File: src/rtl/pe_pkg.sv
// -----------------------------------------------------------------------------
// pe_pkg
//   Shared constants and types for the PE operand packer (pe_vec_pack) and its
//   output holding register (pe_pack_outreg).
//   - LANES / ELEM_W / BEAT_LANES / CNT_W : vector geometry and group counter width
//   - BEATS_PER_VEC : input beats needed to assemble one full vector
//   - BEAT_W / VEC_W / PAIR_W : bit widths of one beat, one vector, and the
//     {last, weight, neuron} pair carried by the output register
//   - fill_state_e : fill buffer state (filling vs. holding a complete vector)
//   - eff_vec_num() : group length with the "0 means 1" rule applied
// -----------------------------------------------------------------------------
package pe_pkg;

  localparam int LANES         = 32;
  localparam int ELEM_W        = 16;
  localparam int BEAT_LANES    = 4;
  localparam int CNT_W         = 16;
  localparam int BEATS_PER_VEC = LANES / BEAT_LANES;
  localparam int BCNT_W        = $clog2(BEATS_PER_VEC);
  localparam int BEAT_W        = BEAT_LANES * ELEM_W;
  localparam int VEC_W         = LANES * ELEM_W;
  localparam int PAIR_W        = 2 * VEC_W + 1;

  typedef enum logic {
    FILL_ST = 1'b0,
    FULL_ST = 1'b1
  } fill_state_e;

  function automatic logic [CNT_W-1:0] eff_vec_num(input logic [CNT_W-1:0] n);
    return (n == '0) ? CNT_W'(1) : n;
  endfunction

endpackage

File: src/rtl/pe_pack_outreg.sv
// -----------------------------------------------------------------------------
// pe_pack_outreg
//   Single-entry valid/ready holding register. Accepts a new word whenever it is
//   empty or its current word is being consumed in the same cycle, so a full
//   producer can hand over back-to-back without a bubble. Output data is held
//   stable while out_valid is high and out_ready is low.
// Ports
//   clk, rst        : clock, asynchronous active-high reset
//   in_valid/ready  : upstream handshake (in_ready = !held | out_ready)
//   in_data [W]     : word to capture
//   out_valid/ready : downstream handshake
//   out_data [W]    : held word (zero after reset)
// -----------------------------------------------------------------------------
module pe_pack_outreg #(
  parameter int W = 1
) (
  input  logic         clk,
  input  logic         rst,
  input  logic         in_valid,
  output logic         in_ready,
  input  logic [W-1:0] in_data,
  output logic         out_valid,
  input  logic         out_ready,
  output logic [W-1:0] out_data
);

  logic         valid_q, valid_d;
  logic [W-1:0] data_q, data_d;
  logic         load;

  assign in_ready  = !valid_q || out_ready;
  assign load      = in_valid && in_ready;
  assign out_valid = valid_q;
  assign out_data  = data_q;

  always_comb begin
    valid_d = valid_q;
    data_d  = data_q;
    if (load) begin
      valid_d = 1'b1;
      data_d  = in_data;
    end else if (out_ready) begin
      valid_d = 1'b0;
    end
  end

  always_ff @(posedge clk or posedge rst) begin
    if (rst) begin
      valid_q <= 1'b0;
      data_q  <= '0;
    end else begin
      valid_q <= valid_d;
      data_q  <= data_d;
    end
  end

endmodule

File: src/rtl/pe_vec_pack.sv
// -----------------------------------------------------------------------------
// pe_vec_pack
//   Assembles 64-bit neuron/weight SRAM beats (4 int16 lanes each) into 32-lane
//   vectors and issues them as {neuron, weight, last} pairs to the PE multiplier
//   array. A fill buffer collects 8 beats; a holding register (pe_pack_outreg)
//   decouples the PE handshake from the SRAM side. out_last marks the final
//   vector of each dot-product group of cfg_vec_num vectors.
// Ports
//   clk, rst                : clock, asynchronous active-high reset
//   cfg_vec_num [16]        : vectors per group, sampled at first beat of a group
//   in_valid/in_ready       : beat handshake
//   in_neuron/in_weight [64]: beat data, lane 0 at bits [15:0]
//   in_flush                : close the current vector early (optional feature)
//   out_valid/out_ready     : pair handshake
//   out_neuron/out_weight   : 512-bit vectors, lane j at bits [16j+15:16j]
//   out_last                : pair is the final vector of its group
//   busy                    : partial/complete vector buffered or pair held
// Build option
//   PE_PACK_FLUSH_EN : when defined, an accepted beat with in_flush=1 completes
//   the vector (unwritten lanes zero) and ends the group. When undefined,
//   in_flush is ignored.
// -----------------------------------------------------------------------------
module pe_vec_pack
  import pe_pkg::*;
(
  input  logic              clk,
  input  logic              rst,
  input  logic [CNT_W-1:0]  cfg_vec_num,
  input  logic              in_valid,
  output logic              in_ready,
  input  logic [BEAT_W-1:0] in_neuron,
  input  logic [BEAT_W-1:0] in_weight,
  input  logic              in_flush,
  output logic              out_valid,
  input  logic              out_ready,
  output logic [VEC_W-1:0]  out_neuron,
  output logic [VEC_W-1:0]  out_weight,
  output logic              out_last,
  output logic              busy
);

  fill_state_e        state_q, state_d;
  logic [BCNT_W-1:0]  beat_cnt_q, beat_cnt_d;
  logic [CNT_W-1:0]   grp_cnt_q, grp_cnt_d;
  logic [CNT_W-1:0]   vec_num_q, vec_num_d;
  logic [VEC_W-1:0]   nbuf_q, nbuf_d;
  logic [VEC_W-1:0]   wbuf_q, wbuf_d;
  logic               last_q, last_d;

  logic               outreg_ready;
  logic               xfer;
  logic               accept;
  logic               flush_req;
  logic               complete;
  logic               grp_start;
  logic               vec_last;
  logic [CNT_W-1:0]   vn_eff;
  logic [PAIR_W-1:0]  pair_out;

`ifdef PE_PACK_FLUSH_EN
  assign flush_req = in_flush;
`else
  // Flush input is part of the interface but has no effect in this build.
  assign flush_req = in_flush & 1'b0;
`endif

  // A complete vector moves to the holding register whenever the register can
  // take it; while FULL, beats are only accepted on that transfer cycle, and
  // such a beat lands in lanes 0..3 of the next vector.
  assign xfer     = (state_q == FULL_ST) && outreg_ready;
  assign in_ready = (state_q == FILL_ST) || outreg_ready;
  assign accept   = in_valid && in_ready;
  assign complete = accept && ((beat_cnt_q == BCNT_W'(BEATS_PER_VEC - 1)) || flush_req);

  // The group length is latched on the first beat of a group; the same beat
  // must already see it in case it also completes the vector.
  assign grp_start = accept && (beat_cnt_q == '0) && (grp_cnt_q == '0);
  assign vn_eff    = grp_start ? eff_vec_num(cfg_vec_num) : vec_num_q;
  assign vec_last  = flush_req || (grp_cnt_q == (vn_eff - CNT_W'(1)));

  always_comb begin
    state_d    = state_q;
    beat_cnt_d = beat_cnt_q;
    grp_cnt_d  = grp_cnt_q;
    vec_num_d  = grp_start ? eff_vec_num(cfg_vec_num) : vec_num_q;
    last_d     = last_q;
    nbuf_d     = nbuf_q;
    wbuf_d     = wbuf_q;

    // Beat k fills slot k; a flushing beat also zeroes every later slot so a
    // short vector never carries lanes from an earlier one.
    for (int b = 0; b < BEATS_PER_VEC; b++) begin
      if (accept) begin
        if (beat_cnt_q == BCNT_W'(b)) begin
          nbuf_d[b*BEAT_W +: BEAT_W] = in_neuron;
          wbuf_d[b*BEAT_W +: BEAT_W] = in_weight;
        end else if (flush_req && (BCNT_W'(b) > beat_cnt_q)) begin
          nbuf_d[b*BEAT_W +: BEAT_W] = '0;
          wbuf_d[b*BEAT_W +: BEAT_W] = '0;
        end
      end
    end

    if (complete) begin
      beat_cnt_d = '0;
      state_d    = FULL_ST;
      last_d     = vec_last;
      // Vectors leave the fill buffer strictly in order, so counting them at
      // completion matches counting them at transfer.
      grp_cnt_d  = vec_last ? '0 : grp_cnt_q + CNT_W'(1);
    end else begin
      if (accept) begin
        beat_cnt_d = beat_cnt_q + BCNT_W'(1);
      end
      if (xfer) begin
        state_d = FILL_ST;
      end
    end
  end

  always_ff @(posedge clk or posedge rst) begin
    if (rst) begin
      state_q    <= FILL_ST;
      beat_cnt_q <= '0;
      grp_cnt_q  <= '0;
      vec_num_q  <= CNT_W'(1);
      last_q     <= 1'b0;
      nbuf_q     <= '0;
      wbuf_q     <= '0;
    end else begin
      state_q    <= state_d;
      beat_cnt_q <= beat_cnt_d;
      grp_cnt_q  <= grp_cnt_d;
      vec_num_q  <= vec_num_d;
      last_q     <= last_d;
      nbuf_q     <= nbuf_d;
      wbuf_q     <= wbuf_d;
    end
  end

  pe_pack_outreg #(
    .W(PAIR_W)
  ) u_outreg (
    .clk      (clk),
    .rst      (rst),
    .in_valid (state_q == FULL_ST),
    .in_ready (outreg_ready),
    .in_data  ({last_q, wbuf_q, nbuf_q}),
    .out_valid(out_valid),
    .out_ready(out_ready),
    .out_data (pair_out)
  );

  assign {out_last, out_weight, out_neuron} = pair_out;

  assign busy = (state_q == FULL_ST) || (beat_cnt_q != '0) || out_valid;

endmodule

File: config.mk
export PLATFORM = sky130hd
export DESIGN_NAME = pe_vec_pack
export DESIGN_NICKNAME = d
export VERILOG_FILES = /design/src/rtl/pe_pkg.sv /design/src/rtl/pe_pack_outreg.sv /design/src/rtl/pe_vec_pack.sv
export SDC_FILE = /design/constraint.sdc
export NUM_CORES = 2
export LEC_CHECK = 0
export CAP_MARGIN = 20
export CORE_AREA = 4 4 456 458
export CTS_CLUSTER_SIZE = 28
export DETAILED_ROUTE_END_ITERATION = 8
export DIE_AREA = 0 0 460 462
export HOLD_SLACK_MARGIN = 0.06
export SLEW_MARGIN = 30
export SYNTH_ARGS = -nofsm -noshare
export SYNTH_HDL_FRONTEND = slang
export SYNTH_SLANG_ARGS = --single-unit
File: constraint.sdc
create_clock -name clk -period 70.8 [get_ports clk]
set_input_delay 7.08 -clock clk [delete_from_list [all_inputs] [get_ports clk]]
set_output_delay 7.08 -clock clk [all_outputs]
set_load 0.03 [all_outputs]
==> qor.txt <==
status - completed
EDFF count, synth - 0
top sig layer - met5
drt first pass iters - 5
vias in the first global route - 49020
synth unique cells - 67
Setup TNS Final - 0 ns
H-tree depth - 4
Final min period - 15.80 ns
met3 WL post-DR - 21700 microns
Clk Latency, worst-skew pair - 0.84 ns
CTS hold repair buffers - 0
GRT Util Overall - 22.3%
Setup violations, final - 0
Top FF cell, synth - dfrtp_1
Slew Limit Fails - 0
top cells by area, synth - dfrtp_1 67%, mux2_2 26%, nand2_1 4.0%
Seq/Total Area, Yosys - 66.6%
first-pass GRT wire length - 348000 microns
# clock sinks - 2087
fin cells - 9297
period utilization - 22.3%
Syn-to-layout area delta - 28.7%
Req. time, crit path - 63.72 ns
max-cap violation count - 0
Max Freq - 63.3 MHz
post-route ant nets - 0
Clock Tree Root - clkbuf_16
most common cell after layout, fill and taps aside - dfrtp_1
Synth warnings - 0
Setup WS pre-CTS - 54.98 ns
Residual DRC - 0
clock power share - 21.8%
DRT Wirelength - 241000 microns
layout cells sized above 1 - 34.4%
critical path class - primary input to output pin
Fin. Hold Viols - 0
post-route worst setup slack - 55.00 ns
Final Total Pwr - 0.00536 W
Worst Setup End Kind - output pin
Initial Util - 38.4%
number of CTS-inserted buffers - 215
Worst Skew - 0.0659 ns
worst-path maximum fanout - 7
Hold Crit Class - register to register
Int Pwr - 0.00339 W
Post-CTS Resized - 0
worst vdd ir - 0.0270 mV
Critical Path AT - 8.72 ns
synthesized cell area - 78400 sq um
initial antenna violation count - 28
most frequent cells in the layout - 2086 x dfrtp_1, 1795 x mux2_2, 1174 x clkdlybuf4s50_1
Comb pwr share - 39.8%
Die Y - 462 microns
Syn Area/Cell - 15.0 sq um
Die X - 460 microns
vias per cell - 5.04
Setup Fix Bufs, Post-CTS - 0
metal1 wirelength - 98400 microns
# rows - 166
slew margin rel. - 33.4%
Yosys reg bits - 2087
clock tree buffer depth - 3
Die Area - 213000 sq um
placed wire-length estimate - 160000 microns
PwrDens - 53.2 nW/um^2
Flop pwr share - 38.4%
biggest area consumer among synthesized cells - dfrtp_1
Lkg Pwr - 46.6 nW
Post-Syn Nets - 5379
ys async rst share - 100%
via count - 46862
Final GP Congestion - 0.810
I/O pin cnt - 1177
drt wl/cell - 25.9 microns
cells after synthesis - 5221
Port Buffer Count - 1175
Reg clk slew, reported paths - 0.06 ns
Hold Crit Depth - 1
GRT overflow - 0
largest net degree at the start of global routing - 174
reg2reg setup slack - 64.81 ns
Post-Place Cells - 8883
Core Area - 204000 sq um
top-area cell type share of the netlist area - 66.6%
Total Nets Final - 6573
Worst R2R Path Depth - 18
met2 WL - 112000 microns
startpoint type of the worst setup path - primary input
Net Sw Frac - 36.7%
CTS tree - yes
Tightest Pin Transition - 0.999 ns
Psw - 0.00197 W
RSZ-0062 raised after global routing - false
number of DRC markers in iteration 0 - 2766
-- per-stage QoR --
stage                     hold WS, ns  cell area (sq um)  util, %
after floorplan                 0.442              78400        -
after global placement          0.455              93100     45.7
after detailed placement        0.459              93200     45.7
after CTS                       0.459             101000     49.4
after global routing            0.467             101000     49.4
final                           0.448             101000     49.4
-- registers in the layout, indices dropped and copies added (netlist names) --
register	flops
u_outreg.out_valid	1
last_q	1
grp_cnt_q	16
beat_cnt_q	3
u_outreg.out_data	1025
vec_num_q	16
nbuf_q	512
wbuf_q	512
state_q	1
-- critical path, stage by stage --
cell	delay [ns]
clkdlybuf4s50_1	0.47
nand3b_1	0.33
clkdlybuf4s50_1	0.83
-- power by group through the flow --
stage                     sequential [W]  clock, W  combinational (W)
final                            0.00206   0.00117            0.00213
after global routing             0.00213   0.00125            0.00224
after detailed placement         0.00208         0            0.00215
after floorplan                  0.00259         0           0.000668
after CTS                        0.00206   0.00120            0.00216
after global placement           0.00204         0            0.00212
-- cells in the mapped netlist, drive strengths merged (4+ instances only) --
library cell / n
and3: 10
a211oi: 7
nor3: 19
a21oi: 7
dfrtp: 2086
xor2: 12
xnor2: 23
or3: 7
nor4b: 4
nor2: 34
nor4: 8
o21ai: 14
nand2b: 4
mux2: 1796
inv: 12
clkbuf: 250
ha: 9
nand4: 6
buf: 20
nand3: 12
nand2: 832
mux2i: 9
-- per-layer routing --
layer	up-vias	global-route usage, %
met3	332	8.65
met2	1315	35.4
li1	20359	-
met4	18	7.54
met5	-	0
met1	24838	27.9
-- area by class of cell --
class	count	area (sq um)
Antenna cell	8	20.0
Clock buffer	330	6520
Clock inverter	73	922
Fill cell	17843	103000
Inverter	12	57.6
Multi-Input combinational cell	2852	25200
Sequential cell	2087	52200
Tap cell	2688	3360
Timing Repair Buffer	1247	12500
-- logic make-up after synthesis --
| group | after synthesis | synth area share, % |
|---|---|---|
| compound gates | 45 | 0.423 |
| xor+xnor | 36 | 0.422 |
| fa+ha+maj | 9 | 0.144 |
| buf+inv | 282 | 1.38 |
| flops | 2087 | 66.6 |
| mux | 1806 | 26.0 |
| simple gates | 956 | 5.02 |
-- final timing paths --
check / from / endpoint
worst max-delay path: out_ready / in_ready
worst min-delay path: nbuf_q[261] / u_outreg.out_data[261]
worst max register to register: beat_cnt_q[1] / grp_cnt_q[1]
worst min register to register: nbuf_q[261] / u_outreg.out_data[261]
max in group asynchronous: rst / nbuf_q[276]
min in group asynchronous: rst / u_outreg.out_data[309]
Power figures use the tool's default switching activity.
